## src/rtl/booth_sched_pkg.sv

```systemverilog
// booth_sched_pkg: shared FSM states, Booth op codes and stats width for booth_mul_sched
package booth_sched_pkg;
   typedef enum logic [1:0] {IDLE, RUN, DONE} state_t;
   localparam logic [1:0] NOP = 2'b00;
   localparam logic [1:0] ADD = 2'b01;
   localparam logic [1:0] SUB = 2'b10;
   localparam int STATS_W = 16;
endpackage

```

## src/rtl/booth_step.sv

```systemverilog
// booth_step: one combinational radix-2 Booth iteration (add/sub then arithmetic shift right)
module booth_step
   import booth_sched_pkg::*;
#(
   parameter int WIDTH = 4
) (
   input  logic [WIDTH:0]   acc,
   input  logic [WIDTH-1:0] q,
   input  logic             q_1,
   input  logic [WIDTH:0]   m,
   output logic [WIDTH:0]   acc_n,
   output logic [WIDTH-1:0] q_n,
   output logic             q_1_n
);
   logic [1:0]     op;
   logic [WIDTH:0] sum;
   // 00 and 11 both collapse to NOP so only the add/sub cases need decoding
   always_comb begin
      op  = (q[0] ^ q_1) ? {q[0], q_1} : NOP;
      sum = (op == ADD) ? acc + m : (op == SUB) ? acc - m : acc;
   end
   assign {acc_n, q_n, q_1_n} = {sum[WIDTH], sum, q};
endmodule

```

## src/rtl/booth_mul_sched.sv

```systemverilog
// booth_mul_sched: round-robin scheduler for a shared iterative Booth multiplier; BOOTH_SCHED_STATS_EN adds ops_done/busy
module booth_mul_sched
   import booth_sched_pkg::*;
#(
   parameter int WIDTH = 4,
   parameter int NREQ  = 2,
   parameter int IDW   = $clog2(NREQ)
) (
   input  logic                  clk,
   input  logic                  rst,
   input  logic [NREQ-1:0]       req_valid,
   output logic [NREQ-1:0]       req_ready,
   input  logic [NREQ*WIDTH-1:0] req_a,
   input  logic [NREQ*WIDTH-1:0] req_b,
   output logic                  rsp_valid,
   input  logic                  rsp_ready,
   output logic [IDW-1:0]        rsp_id,
   output logic [2*WIDTH-1:0]    rsp_p
`ifdef BOOTH_SCHED_STATS_EN
   ,
   output logic [STATS_W-1:0]    ops_done,
   output logic                  busy
`endif
);
   localparam int CW = $clog2(WIDTH);
   localparam logic [IDW:0] NR = (IDW+1)'(NREQ);
   state_t           state;
   logic [IDW-1:0]   ptr, g, off, id;
   logic [IDW:0]     sum;
   logic [2*NREQ-1:0] rot;
   logic             hit;
   logic [WIDTH:0]   acc, m, acc_n;
   logic [WIDTH-1:0] q, q_n, a_sel, b_sel;
   logic             q_1, q_1_n;
   logic [CW-1:0]    cnt;
   // rotate requests so ptr sits at bit 0, take the lowest set offset, map back to an absolute index
   always_comb begin
      rot = {req_valid, req_valid} >> ptr;
      off = '0;
      for (int i = NREQ - 1; i >= 0; i--)
         if (rot[i]) off = IDW'(i);
      sum = {1'b0, ptr} + {1'b0, off};
      g   = (sum >= NR) ? IDW'(sum - NR) : sum[IDW-1:0];
   end
   assign hit       = |req_valid;
   assign req_ready = (state == IDLE && hit) ? NREQ'(1) << g : '0;
   assign a_sel     = req_a[g*WIDTH +: WIDTH];
   assign b_sel     = req_b[g*WIDTH +: WIDTH];
   booth_step #(.WIDTH(WIDTH)) u_step (
      .acc(acc), .q(q), .q_1(q_1), .m(m),
      .acc_n(acc_n), .q_n(q_n), .q_1_n(q_1_n)
   );
   // accept in IDLE, iterate WIDTH Booth steps in RUN, hold the product in DONE until taken
   always_ff @(posedge clk) begin
      if (rst) begin
         state     <= IDLE;
         ptr       <= '0;
         id        <= '0;
         rsp_valid <= 1'b0;
         rsp_id    <= '0;
         rsp_p     <= '0;
         acc       <= '0;
         m         <= '0;
         q         <= '0;
         q_1       <= 1'b0;
         cnt       <= '0;
      end else begin
         case (state)
            IDLE: if (hit) begin
               m     <= {a_sel[WIDTH-1], a_sel};
               acc   <= '0;
               q     <= b_sel;
               q_1   <= 1'b0;
               cnt   <= CW'(WIDTH - 1);
               id    <= g;
               ptr   <= (g == IDW'(NREQ - 1)) ? '0 : g + 1'b1;
               state <= RUN;
            end
            RUN: begin
               acc <= acc_n;
               q   <= q_n;
               q_1 <= q_1_n;
               if (cnt == '0) begin
                  state     <= DONE;
                  rsp_valid <= 1'b1;
                  rsp_id    <= id;
                  rsp_p     <= {acc_n[WIDTH-1:0], q_n};
               end else begin
                  cnt <= cnt - 1'b1;
               end
            end
            DONE: if (rsp_ready) begin
               state     <= IDLE;
               rsp_valid <= 1'b0;
            end
            default: state <= IDLE;
         endcase
      end
   end
`ifdef BOOTH_SCHED_STATS_EN
   // count accepted responses; 16-bit wrap is intentional
   always_ff @(posedge clk) begin
      if (rst) ops_done <= '0;
      else if (rsp_valid && rsp_ready) ops_done <= ops_done + 1'b1;
   end
   assign busy = state != IDLE;
`endif
endmodule
```

## config.mk

```make
export PLATFORM = sky130hd
export DESIGN_NAME = booth_mul_sched
export DESIGN_NICKNAME = d
export VERILOG_FILES = /design/src/rtl/booth_sched_pkg.sv /design/src/rtl/booth_step.sv /design/src/rtl/booth_mul_sched.sv
export SDC_FILE = /design/constraint.sdc
export NUM_CORES = 1
export LEC_CHECK = 0
export CAP_MARGIN = 0
export CORE_ASPECT_RATIO = 0.75
export CORE_UTILIZATION = 46
export DETAILED_ROUTE_END_ITERATION = 8
export PLACE_DENSITY_LB_ADDON = 0.25
export SYNTH_ARGS = -nofsm -noshare
export SYNTH_HDL_FRONTEND = slang
export SYNTH_SLANG_ARGS = --single-unit
```

## constraint.sdc

```tcl
create_clock -name clk -period 1.7 [get_ports clk]
set_input_delay 0.34 -clock clk [delete_from_list [all_inputs] [get_ports clk]]
set_output_delay 0.34 -clock clk [all_outputs]
set_load 0.02 [all_outputs]
```

==> results of run 1 <==
[report_power, final]
part           switching, mW  internal (mW)
logic                  0.370          0.355
registers             0.0595          0.755
clock network          0.260          0.283
total                  0.690           1.39
[sequential cells by signal, summed over array words and instances, names as in the netlist]
signal / cells
id: 1
m: 4
q_1: 1
state: 2
ptr: 1
rsp_id: 1
q: 4
cnt: 2
acc: 4
rsp_valid: 1
rsp_p: 8
[per-layer routing]
metal | vias up | wire [µm] | GRT usage | part of all wire
li1 | 774 | - | - | -
met2 | 59 | 1850 | 0.368 | 0.46
met5 | - | 0 | 0 | 0
met1 | 700 | 1860 | 0.270 | 0.46
met4 | 0 | 101 | 0.110 | 0.025
met3 | 13 | 234 | 0.0648 | 0.058
[cell type report]
class / count / area, µm²
well taps: 40 / 50.0
clock inverters: 2 / 10.0
clock buffers: 6 / 72.6
multi-input cells: 137 / 997
inverters: 11 / 41.3
fillers: 234 / 1060
repair buffers: 56 / 490
flip-flops and latches: 29 / 587
[kinds of logic after synthesis]
logic type                 Yosys count  synth area share
DFF                                 29             0.361
xor gates and xnor gates             3            0.0163
buffers and inverters               22            0.0660
and+or+nand+nor                     74             0.238
adders and majority gates           11            0.0948
AOI/OAI and AO/OA                   48             0.218
muxes                                1           0.00622
[critical path: cells and delay by family (launching register included)]
family,cells,cell delay [ns]
AOI/OAI and AO/OA,2,0.51
DFF,1,0.35
and+or+nand+nor,2,0.45
adders and majority gates,1,0.19
buffers and inverters,1,0.04
[repair_timing]
item / 4_1_cts / 5_1_grt
endpoints found under the setup margin: 8 / 9
buffers inserted: 0 / 1
gates resized for setup: 15 / 16
pin swaps: 1 / 12
[path summary, 6_finish.rpt]
path,start,endpoint,slack (ns)
worst max register to register,acc[0]$_SDFFE_PP0P_,acc[2]$_SDFFE_PP0P_,0.01
worst min-delay path,rsp_p[0]$_SDFFE_PP0P_,rsp_p[0]$_SDFFE_PP0P_,0.45
worst min register to register,rsp_p[0]$_SDFFE_PP0P_,rsp_p[0]$_SDFFE_PP0P_,0.45
worst max-delay path,acc[0]$_SDFFE_PP0P_,acc[2]$_SDFFE_PP0P_,0.01
[layout by cell type (no fill, tap or decap), drive strengths merged, types with 2 or more instances in the layout]
cell           count
clkdlybuf4s50     30
a222oi             5
o21ai              5
nand4              2
nand2             24
and2b              2
nand2b             3
ha                 9
a22oi              3
a2bb2oi            2
buf               26
fa                 2
and3               3
xnor2              2
nor3b              2
nor2b              5
inv               11
clkbuf             6
nor3               6
clkinv             2
a21oi             19
o211ai             2
nor2              11
dfxtp             29
a311oi             2
nand3              9
a2111oi            2
a211oi             3
==> reports/qor.txt, run 1 <==
Vias: 1546
Layout area overhead: 39.6%
Max-cap violations: 0
TritonCTS clock tree: built
Setup slack after layout: 0.0138 ns
RSZ-0062 raised after global routing: yes
PwrDens: 926 nW/µm²
Unique masters post-synth: 46
Pwr Total: 2.08 mW
R2R cell count: 6
Post-synthesis sequential area ratio: 0.361
Status: finished, final reports clean
Nets: 272
Final hold violation count: 0
Share of cells above drive strength 1: 0.253
IO buf count: 32
Finished Core Util: 0.679
# diodes: 0
Starting Density: 0.486
Num ports: 33
Critical path peak fanout: 3
Die area: 3740 µm²
Leak Pwr: 0.859 nW
H-Tree Depth: 2
Post-synth EDFFs: 0
Ys Warns: 0
Placed insts: 272
Final HPWL from detailed placement: 3.03 mm
Worst path cell trace: inv_2, ha_2, nand3b_1, and4bb_2, a2111oi_4, a311oi_1
Place WS: -0.316 ns
Flops & latches, synth: 29
Clock buffer depth: 2
Hold WS: 0.454 ns
Remaining DRCs: 0
Layout Cells excl Fill: 281
Setup TNS: 0 ns
Crit Path Category: reg -> reg
Detail Route Antenna Nets: 0
Final Critical Period: 1.69 ns
Clk root buf: clkbuf_8
# setup viols final: 0
Hold Buf Count CTS: 0
Max Freq: 593 MHz
Synthesized area per cell: 8.57 µm²
Vias in the first global route: 1421
Cell Area, Synth: 1610 µm²
Asr flop ratio synth: 0
Area after DPL: 2090 µm²
Avg WL per Cell: 14.4 µm
Initial antenna violation count: 0
Largest net degree at the start of global routing: 16
Slowest cell on crit path: a2111oi_4
Most frequent cells after synthesis: dfxtp_1, nand2_1, a21oi_1
Via/cell ratio: 5.50
Setup crit start kind: flip-flop
Detailed Route WL: 4.05 mm
Worst setup EP type: flip-flop
Yosys top cell by area: dfxtp_1
Period utilization: 0.992
Remaining Overflow, GRT: 0
GRT Util Overall: 0.224
Num CTS Buffers: 5
Worst-skew pair later-pin latency: 0.28 ns
Die H: 53.2 µm
Fin area: 2250 µm²
CP arrival: 1.83 ns
Syn Nets: 220
DR iter-0 viols: 178
Slew HR: 0.737
Worst-path clk slew: 0.06 ns
Largest stage delay on the critical path: 0.37 ns
RD Place Congestion: 0.870
VDD IR max: 0.760 mV
Worst hold path cell count: 2
Clock Sinks: 29
Most common cell in the netlist: dfxtp_1
Die W: 70.3 µm
Measured slew at the worst slew-check pin: 0.384 ns
Fin Clk Skew: 0.00760 ns
Critical path required time: 1.84 ns
Yosys top cell area share: 0.361
Slew Viols, Final: 0
Ys flop type: dfxtp_1
Hold Crit Class: reg -> reg
First-pass GRT wire length: 6.25 mm
Most area-consuming cells after synthesis: dfxtp_1, ha_1, a21oi_1, nand2_1, a222oi_1
Core area: 3310 µm²
Mapped Cells: 188
First-pass iteration count of the detailed router: 4
Num rows: 18
Note: power is estimated with default switching activity, not from simulation.
==> inputs of run 2 (changes only) <==
--- a/config.mk
+++ b/config.mk
@@ -13,3 +13,4 @@
 export SYNTH_ARGS = -nofsm -noshare
 export SYNTH_HDL_FRONTEND = slang
 export SYNTH_SLANG_ARGS = --single-unit
+export TNS_END_PERCENT = 5
==> run 2 against run 1 <==
Effect of this change:
- register-to-register slack is essentially flat
- core utilization grew 0.83 points
- sequential share of layout area shrank 0.21 points
- sequential power is essentially flat
- non-clock buffer count is the same
- critical endpoint unchanged
- routed wire length grew 0.30%
- hold slack is essentially flat
==> reports/qor.txt, run 2 (synthesis results as in run 1) <==
Status: finished, final reports clean
Most flops, register: rsp_p
RSZ-0062 raised after global routing: yes
Clk pwr share: 0.258 (-0.003)
Num ports: 33 (unchanged)
R2R cell count: 6 (unchanged)
Final HPWL from detailed placement: 3.03 mm (unchanged)
Slew Viols, Final: 0 (unchanged)
Max-cap violations: 0 (unchanged)
Hold path start: rsp_p[0]$_SDFFE_PP0P_
Measured slew at the worst slew-check pin: 0.384 ns (+0.0000299 ns)
Sw Share: 0.332 (+0.000373)
Max Freq: 595 MHz (+0.34%)
Commonest non-fill, non-tap cells in the layout: clkdlybuf4s50_1, nand2_1, dfxtp_1, buf_4, a21oi_1
Vias in the first global route: 1419 (-0.14%)
Setup TNS: 0 ns (unchanged)
Nets: 272 (unchanged)
Clock Sinks: 29 (unchanged)
Sequential fraction of design power: 0.388 (-0.003)
DR iter-0 viols: 143 (-20%)
Slew HR: 0.737 (about the same)
Cell-internal power: 1.41 mW (+0.93%)
RD Place Congestion: 0.870 (unchanged)
Area after DPL: 2090 µm² (unchanged)
Initial antenna violation count: 0 (unchanged)
First-pass iteration count of the detailed router: 4 (unchanged)
TritonCTS clock tree: built
Final hold violation count: 0 (unchanged)
Critical path required time: 1.84 ns (about the same)
Avg WL per Cell: 14.5 µm (+0.30%)
Vias: 1539 (-0.45%)
Placed insts: 272 (unchanged)
Commonest non-fill, non-tap cell in the layout: clkdlybuf4s50_1
Share of cells above drive strength 1: 0.261 (+0.00830)
Fin Clk Skew: 0.00733 ns (-0.000266 ns)
Die H: 53.2 µm (unchanged)
PwrDens: 924 nW/µm² (-0.24%)
Finished Core Util: 0.687 (+0.00831)
Fillcell total: 229 (-2.1%)
Largest net degree at the start of global routing: 16 (unchanged)
Worst setup EP type: flip-flop
Layout area overhead: 41.3%
# diodes: 0 (unchanged)
Final Critical Period: 1.68 ns (-0.00564 ns)
Hold Crit Class: reg -> reg
Worst-skew pair later-pin latency: 0.28 ns (about the same)
Die area: 3740 µm² (unchanged)
Share of power burned in combinational logic: 0.354 (+0.006)
Sw power: 697 µW (+1.1%)
Leak Pwr: 0.873 nW (+1.6%)
IO buf count: 32 (unchanged)
Layout Cells excl Fill: 281 (unchanged)
Reg2reg start: m[2]$_SDFFE_PP0P_
Crit Path Category: reg -> reg
Remaining DRCs: 0 (unchanged)
Setup crit start kind: flip-flop
Period utilization: 0.989 (-0.00332)
Core area: 3310 µm² (unchanged)
Critical path peak fanout: 5 (+2)
Remaining Overflow, GRT: 0 (unchanged)
Multi-input logic area: 1020 µm² (+2.5%)
Setup crit start: m[2]$_SDFFE_PP0P_
GRT Util Overall: 0.224 (unchanged)
H-Tree Depth: 2 (unchanged)
CP arrival: 1.82 ns (about the same)
# setup viols final: 0 (unchanged)
Fin area: 2280 µm² (+1.2%)
VDD IR max: 0.762 mV (+0.30%)
Clk root buf: clkbuf_8
Starting Density: 0.486 (unchanged)
CP Capture Point: acc[2]$_SDFFE_PP0P_
Detailed Route WL: 4.06 mm (+0.30%)
Num rows: 18 (unchanged)
Clock buffer depth: 2 (unchanged)
RR Endpoint: acc[2]$_SDFFE_PP0P_
Place WS: -0.316 ns (unchanged)
Seq. cell area: 589 µm² (+0.43%)
Flop-to-flop setup slack: 0.02 ns (about the same)
Max FFs per register: 8 (unchanged)
Num CTS Buffers: 5 (unchanged)
Worst-path clk slew: 0.06 ns (about the same)
Setup slack after layout: 0.0195 ns (+0.00564 ns)
Die W: 70.3 µm (unchanged)
Via/cell ratio: 5.48 (-0.45%)
Detail Route Antenna Nets: 0 (unchanged)
First-pass GRT wire length: 6.24 mm (-0.22%)
## run 2: how the worst min path moves through the flow
stage,endpoint,cells past startpoint
3_5_place_dp,rsp_p[0]$_SDFFE_PP0P_,2
3_3_place_gp,rsp_p[2]$_SDFFE_PP0P_,2
2_1_floorplan,state[0]$_SDFFE_PP0P_,1
6_report,rsp_p[0]$_SDFFE_PP0P_,2
4_1_cts,rsp_p[0]$_SDFFE_PP0P_,2
5_1_grt,rsp_p[2]$_SDFFE_PP0P_,2
## run 2: power groups by stage
stage	Sequential [mW]	Clock (mW)	Combinational, mW
2_1_floorplan	0.830	0	0.411
3_3_place_gp	0.816	0	0.650
3_5_place_dp	0.821	0	0.672
4_1_cts	0.809	0.549	0.685
5_1_grt	0.823	0.589	0.811
6_report	0.815	0.543	0.744
## run 2: repair_timing
action                                  CTS  global route
hold buffers                              0             0
pin swaps                                 0            10
setup buffers                             0             1
endpoints found under the setup margin    8            10
gates resized for setup                  10            24
## run 2: critical path, cell delays in order (launching register included)
cell,delay [ns]
dfxtp_2,0.33
inv_2,0.04
ha_4,0.29
nand3b_1,0.11
and4bb_2,0.26
a2111oi_4,0.37
a311oi_1,0.14
## run 2: layout make-up
cell class | instances | area share
inverter | 11 | 0.0181
timing repair buffer | 56 | 0.216
multi-input combinational | 137 | 0.449
clock buffer | 6 | 0.0319
tap | 40 | 0.0220
sequential | 29 | 0.259
clock inverter | 2 | 0.00440
## run 2: through the flow
| stage | hold slack [ns] | total power [mW] |
|---|---|---|
| after detailed placement | 0.448 | 1.49 |
| final | 0.454 | 2.10 |
| after global placement | 0.441 | 1.47 |
| after floorplan | 0.432 | 1.24 |
| after global routing | 0.471 | 2.22 |
| after CTS | 0.456 | 2.04 |
## run 2: per-layer routing
metal | GRT usage | part of all wire | wire length, µm
met1 | 0.271 | 0.46 | 1890
met5 | 0 | 0 | 0
met2 | 0.367 | 0.46 | 1860
met4 | 0.110 | 0.021 | 84
met3 | 0.0648 | 0.056 | 228
==> inputs of run 3 (changes only) <==
--- a/config.mk
+++ b/config.mk
@@ -10,6 +10,7 @@
 export CORE_UTILIZATION = 46
 export DETAILED_ROUTE_END_ITERATION = 8
 export PLACE_DENSITY_LB_ADDON = 0.25
+export REMOVE_ABC_BUFFERS = 1
 export SYNTH_ARGS = -nofsm -noshare
 export SYNTH_HDL_FRONTEND = slang
 export SYNTH_SLANG_ARGS = --single-unit
==> run 3 against run 2 <==
Effect of this change:
- the flow now finishes with violations (setup timing)
- total power up 8.1%
- first-iteration DRC count rose by 22%
- largest power group unchanged
- core utilization decreased by 0.34 points
- routed wire length grew 3.9%
- final area fell by 0.49%
- clock-buffer cell count fell by 1
- sequential power is essentially flat
- final cell count unchanged
- setup slack worse by 0.15 ns
- register-to-register slack worse by 0.15 ns
- clock skew rose by 0.00088 ns
==> reports/qor.txt, run 3 (synthesis results as in run 1) <==
Status: complete, but fails checks
Failing checks: setup timing
Die W: 70.3 µm (unchanged)
Worst path cell trace: ha_1, nor3b_2, o311a_4, a2111oi_4, a311oi_2
Largest net degree at the start of global routing: 13 (-3)
Worst-path clk slew: 0.07 ns (about the same)
CP arrival: 1.97 ns (+0.15 ns)
Post-CTS Setup Bufs: 0 (unchanged)
Vias in the first global route: 1475 (+3.9%)
Commonest non-fill, non-tap cells in the layout: clkdlybuf4s50_1, dfxtp_1, nand2_1
Slew Viols, Final: 0 (unchanged)
Crit Path Category: reg -> reg
Vias: 1606 (+4.4%)
# setup viols final: 2 (+2)
PwrDens: 1000 nW/µm² (+8.7%)
RSZ-0062 raised after global routing: yes
Setup crit start: acc[0]$_SDFFE_PP0P_
DR iter-0 viols: 175 (+22%)
CP Capture Point: acc[2]$_SDFFE_PP0P_
Met1 WL: 1.88 mm (about the same)
Setup crit start kind: flip-flop
Leak Pwr: 0.855 nW (-2.1%)
First-pass iteration count of the detailed router: 4 (unchanged)
Avg WL per Cell: 15.0 µm (+3.9%)
First-pass GRT wire length: 6.79 mm (+8.9%)
Worst-skew pair later-pin latency: 0.29 ns (about the same)
Detail Route Antenna Nets: 0 (unchanged)
Met2 routed WL: 1.96 mm (+4.9%)
Num rows: 18 (unchanged)
Max FFs per register: 8 (unchanged)
IO buf count: 32 (unchanged)
Nets: 272 (unchanged)
RD Place Congestion: 0.881 (+1.3%)
Num CTS Buffers: 5 (unchanged)
Max Freq: 547 MHz (-8.0%)
Met3 WL: 297 µm (+30%)
Critical path peak fanout: 3 (-2)
Die area: 3740 µm² (unchanged)
Remaining DRCs: 0 (unchanged)
Buf/Inv on CP: 0 (-1)
Largest stage delay on the critical path: 0.42 ns (+0.05 ns)
Measured slew at the worst slew-check pin: 0.406 ns (+0.0221 ns)
Max layer used: met4
Remaining Overflow, GRT: 0 (unchanged)
Detailed Route WL: 4.22 mm (+3.9%)
Via/cell ratio: 5.72 (+4.4%)
Slew HR: 0.728 (-0.00972)
Most flops, register: rsp_p
Final Critical Period: 1.83 ns (+0.147 ns)
Num ports: 33 (unchanged)
Pwr Total: 2.27 mW (+8.1%)
GRT Util Overall: 0.244 (+0.0200)
Hold Crit Class: reg -> reg
R2R cell count: 5 (-1)
Layout Cells excl Fill: 281 (unchanged)
Setup slack after layout: -0.127 ns (-0.147 ns)
H-Tree Depth: 2 (unchanged)
Slowest cell on crit path: a2111oi_4
Final hold violation count: 0 (unchanged)
Layout area overhead: 40.6%
Core area: 3310 µm² (unchanged)
Largest delay contributor family on the critical path: compound AO/OA/AOI/OAI gates
Max-cap violations: 0 (unchanged)
Placed insts: 273 (+0.37%)
Clock buffer depth: 2 (unchanged)
Period utilization: 1.07 (+0.0864)
Worst setup EP type: flip-flop
Die H: 53.2 µm (unchanged)
Fillcell total: 258 (+13%)
Clock Sinks: 29 (unchanged)
Flop-to-flop setup slack: -0.13 ns (-0.15 ns)
Starting Density: 0.486 (unchanged)
# diodes: 0 (unchanged)
Commonest non-fill, non-tap cell in the layout: clkdlybuf4s50_1
VDD IR max: 0.716 mV (-6.1%)
Finished Core Util: 0.684 (-0.00340)
RR Endpoint: acc[2]$_SDFFE_PP0P_
Critical path required time: 1.84 ns (about the same)
Fin Clk Skew: 0.00821 ns (+0.000878 ns)
Final HPWL from detailed placement: 3.12 mm (+3.0%)
Critical path depth: 5 (-1)
Clk root buf: clkbuf_8
Initial antenna violation count: 0 (unchanged)
TritonCTS clock tree: built
Share of cells above drive strength 1: 0.237 (-0.0249)
Reg2reg start: acc[0]$_SDFFE_PP0P_
-- run 3: changes by cell type in the layout (fill, tap and decap cells not counted), sizes merged --
cell and change:
clkinvlp +1, clkbuf -1, bufinv +1, clkinv -1
-- run 3: power by group --
part	leakage [nW]	switching [mW]	internal [mW]
combinational	0.561	0.367	0.360
sequential	0.239	0.0610	0.754
clock	0.0543	0.294	0.438
-- run 3: tightest hold or removal path, stage by stage (launching register included) --
cell     delay, ns
dfxtp_1       0.31
nand2_1       0.05
a21oi_1       0.05
-- run 3: metal layers --
metal | up-vias | GRT usage
met1 | 749 | 0.301
met2 | 71 | 0.384
met5 | - | 0
li1 | 777 | -
met4 | 0 | 0.137
met3 | 9 | 0.0705
-- run 3: metrics by stage --
stage          TNS, ns  area (µm²)  setup WS [ns]  hold WS [ns]
2_1_floorplan   -0.182        1550        -0.0918         0.409
3_3_place_gp    -0.875        2100         -0.295         0.442
5_1_grt         -0.606        2260         -0.174         0.477
3_5_place_dp     -1.48        2100         -0.311         0.450
4_1_cts         -0.185        2250         -0.119         0.462
6_report        -0.214        2260         -0.127         0.459
-- run 3: timing repair --
action	in CTS	in global routing
setup endpoints to repair	9	10
hold buffers	0	0
pin swaps	4	4
gates resized for setup	16	9
-- run 3: how the worst min path moves through the flow --
stage / to / cells past startpoint / from
floorplan: acc[0]$_SDFFE_PP0P_ / 1 / rst
global route: rsp_id$_SDFFE_PP0P_ / 2 / rsp_id$_SDFFE_PP0P_
detailed placement: rsp_p[0]$_SDFFE_PP0P_ / 2 / rsp_p[0]$_SDFFE_PP0P_
finish: rsp_p[1]$_SDFFE_PP0P_ / 2 / rsp_p[1]$_SDFFE_PP0P_
global placement: rsp_id$_SDFFE_PP0P_ / 2 / id$_SDFFE_PP0P_
CTS: rsp_id$_SDFFE_PP0P_ / 2 / rsp_id$_SDFFE_PP0P_
-- run 3: area by class of cell --
type,count,area (µm²),share of cell area
clock buffer,5,68.8,0.0304
clock inverter,3,46.3,0.0204
inverter,11,41.3,0.0182
multi-input combinational,137,978,0.432
sequential,29,586,0.259
tap,40,50.0,0.0221
timing repair buffer,56,494,0.218
==> edit, RTL diff (config.mk and constraints of run 1) <==
Encoding of `state_t`: now one-hot (3 bits for 3 states).
--- a/src/rtl/booth_sched_pkg.sv
+++ b/src/rtl/booth_sched_pkg.sv
@@ -2,3 +2,3 @@
 package booth_sched_pkg;
-   typedef enum logic [1:0] {IDLE, RUN, DONE} state_t;
+   typedef enum logic [2:0] {IDLE = 3'b001, RUN = 3'b010, DONE = 3'b100} state_t;
    localparam logic [1:0] NOP = 2'b00;
Check against the original RTL: no difference found for any inputs over 10 cycles, from zero or initial values and one cycle with rst high; not proved beyond that.
==> edit against run 1 <==
- the flow now finishes with violations (negative setup slack)
- via count up 6.8%
- hold slack worse by 0.00071 ns
- total power up 6.2%
- clock skew about the same
- cell area up 13%
- sequential cell count up 1
- non-clock buffer count up 11
- wire length up 5.7%
- setup slack worse by 0.13 ns
- area after synthesis up 6.6%
- highest routed layer unchanged
==> edit: results (changes against run 1) <==
| Metric | Value |
|---|---|
| Worst vdd ir | 760.1 uV (about the same) |
| Clock Path Buffers | 2 (unchanged) |
| CTS H-tree depth | 2 (unchanged) |
| GRT Total Usage | 0.2404 (+0.01680) |
| Top cells by count, synth | 30 x dfxtp_1, 29 x nor2_1, 20 x nand2_1 |
| Setup slack after placement | -0.7156 ns (-0.3994 ns) |
| Sum Neg Setup Slack | -0.6395 ns (-0.6395 ns) |
| Initial antenna violation count | 0 (unchanged) |
| Synth top area cells | dfxtp_1 35%, ha_1 6.6%, nor2_1 6.3% |
| Post-synthesis sequential area ratio | 0.3499 (-0.01067) |
| Final GP Congestion | 0.8293 (-4.7%) |
| Min-Delay Path Class | register to register |
| Yosys warns | 0 (unchanged) |
| Routed wire length | 4280 microns (+5.7%) |
| Rel. slew slack | 0.7206 (-0.01679) |
| ANT cells | 0 (unchanged) |
| DPL Wire Length | 2924 microns (-3.5%) |
| Outcome | finished with violations |
| CP max FO | 3 (unchanged) |
| Number of port buffers | 32 (unchanged) |
| Post-synth ARST share | 0 (unchanged) |
| Slowest-stage cell, CP | fa_2 |
| Cell leakage power | 1.034 nW (+20%) |
| Library cells used by synthesis | 44 (-4.3%) |
| Final worst slack | -0.1206 ns (-0.1344 ns) |
| Vias in the first global route | 1551 (+9.1%) |
| Failing checks | negative setup slack |
| Biggest register | rsp_p |
| # fillers | 268 (+15%) |
| Max FFs per register | 8 (unchanged) |
| CP delay by family, top | compound AO/OA/AOI/OAI gates |
| Worst-path clk slew | 0.07 ns |
| Pre-antenna DRT Iters | 4 (unchanged) |
| First-pass GRT wire length | 7051 microns (+13%) |
| CTS root buf | clkbuf_8 |
| Iter 0 DRT Violations | 62 (-65%) |
| Layout net count | 296 (+8.8%) |
| Layout cell share with drive strength beyond 1 | 0.3245 (+0.07142) |
| Final setup viols | 7 (+7) |
| Slowest stage delay, CP | 0.35 ns (-0.02 ns) |
| Worst-Skew Late Latency | 0.29 ns |
| Syn_nets | 233 (+5.9%) |
| Largest net degree at the start of global routing | 31 (+15) |
| Via density | 5.241 (-4.7%) |
| Num CTS Buffers | 5 (unchanged) |
| Post-Route Skew | 0.007915 ns (+0.0003194 ns) |
| Hold WS | 0.4533 ns (-0.0007100 ns) |
[edit: cell count changes after synthesis, sizes merged, moves of 5 or more]
cell / change
nor2: +19
mux2i: +9
nand3: -7
a211oi: +6
a222oi: -5
nor2b: -5
[edit: layer usage]
layer | up-vias | track usage | wire length [microns]
li1 | 825 | - | -
met1 | 762 | 0.3017 | 1968
met2 | 56 | 0.4128 | 1995
met3 | 8 | 0.05072 | 251
met4 | 0 | 0.09804 | 65
met5 | - | 0 | 0
[edit: per-stage QoR]
step | instances | cell area [sq um]
finish | 315 | 2549
global placement | 304 | 2317
floorplan | 201 | 1739
detailed placement | 304 | 2317
CTS | 313 | 2515
global route | 315 | 2549
[edit: kinds of logic (layout without fill, tap and decap cells)]
logic type	Yosys count	in the layout	synth area share
AOI/OAI and AO/OA	48	48	0.2026
xor gates and xnor gates	3	3	0.01531
adders and majority gates	12	12	0.09548
muxes	12	12	0.07361
and+or+nand+nor	71	71	0.1917
DFF	30	30	0.3499
buffers and inverters	25	89	0.07143
[edit: tightest hold or removal path, stage by stage (launching register included)]
cell and delay [ns]:
dfxtp_1 0.31, nand2_1 0.05, a21oi_1 0.05
[edit: where the power goes]
group / internal (mW) / total, mW / switching, mW
Sequential: 0.765 / 0.808 / 0.0434
Combinational: 0.364 / 0.688 / 0.324
Clock: 0.431 / 0.715 / 0.284
Total: 1.56 / 2.21 / 0.652
[edit: worst paths after layout]
kind,start,endpoint,cells after the start
worst max-delay path,acc[0],acc[3],9
worst min-delay path,rsp_p[1],rsp_p[1],2
worst max register to register,acc[0],acc[3],9
worst min register to register,rsp_p[1],rsp_p[1],2
[edit: timing repair]
action                                  CTS  global route
endpoints found under the setup margin   10             8
resized for setup                        36             4
pin swaps                                 6            10
setup buffers                             2             2
[edit: area by class of cell]
cell class / instances / area (sq um) / share of cell area
Multi-Input combinational cell: 146 / 1106 / 0.4340
Sequential cell: 30 / 610.6 / 0.2396
Timing Repair Buffer: 67 / 605.6 / 0.2376
Clock buffer: 5 / 68.82 / 0.02700
Tap cell: 50 / 62.56 / 0.02455
Inverter: 14 / 55.05 / 0.02160
Clock inverter: 3 / 40.04 / 0.01571
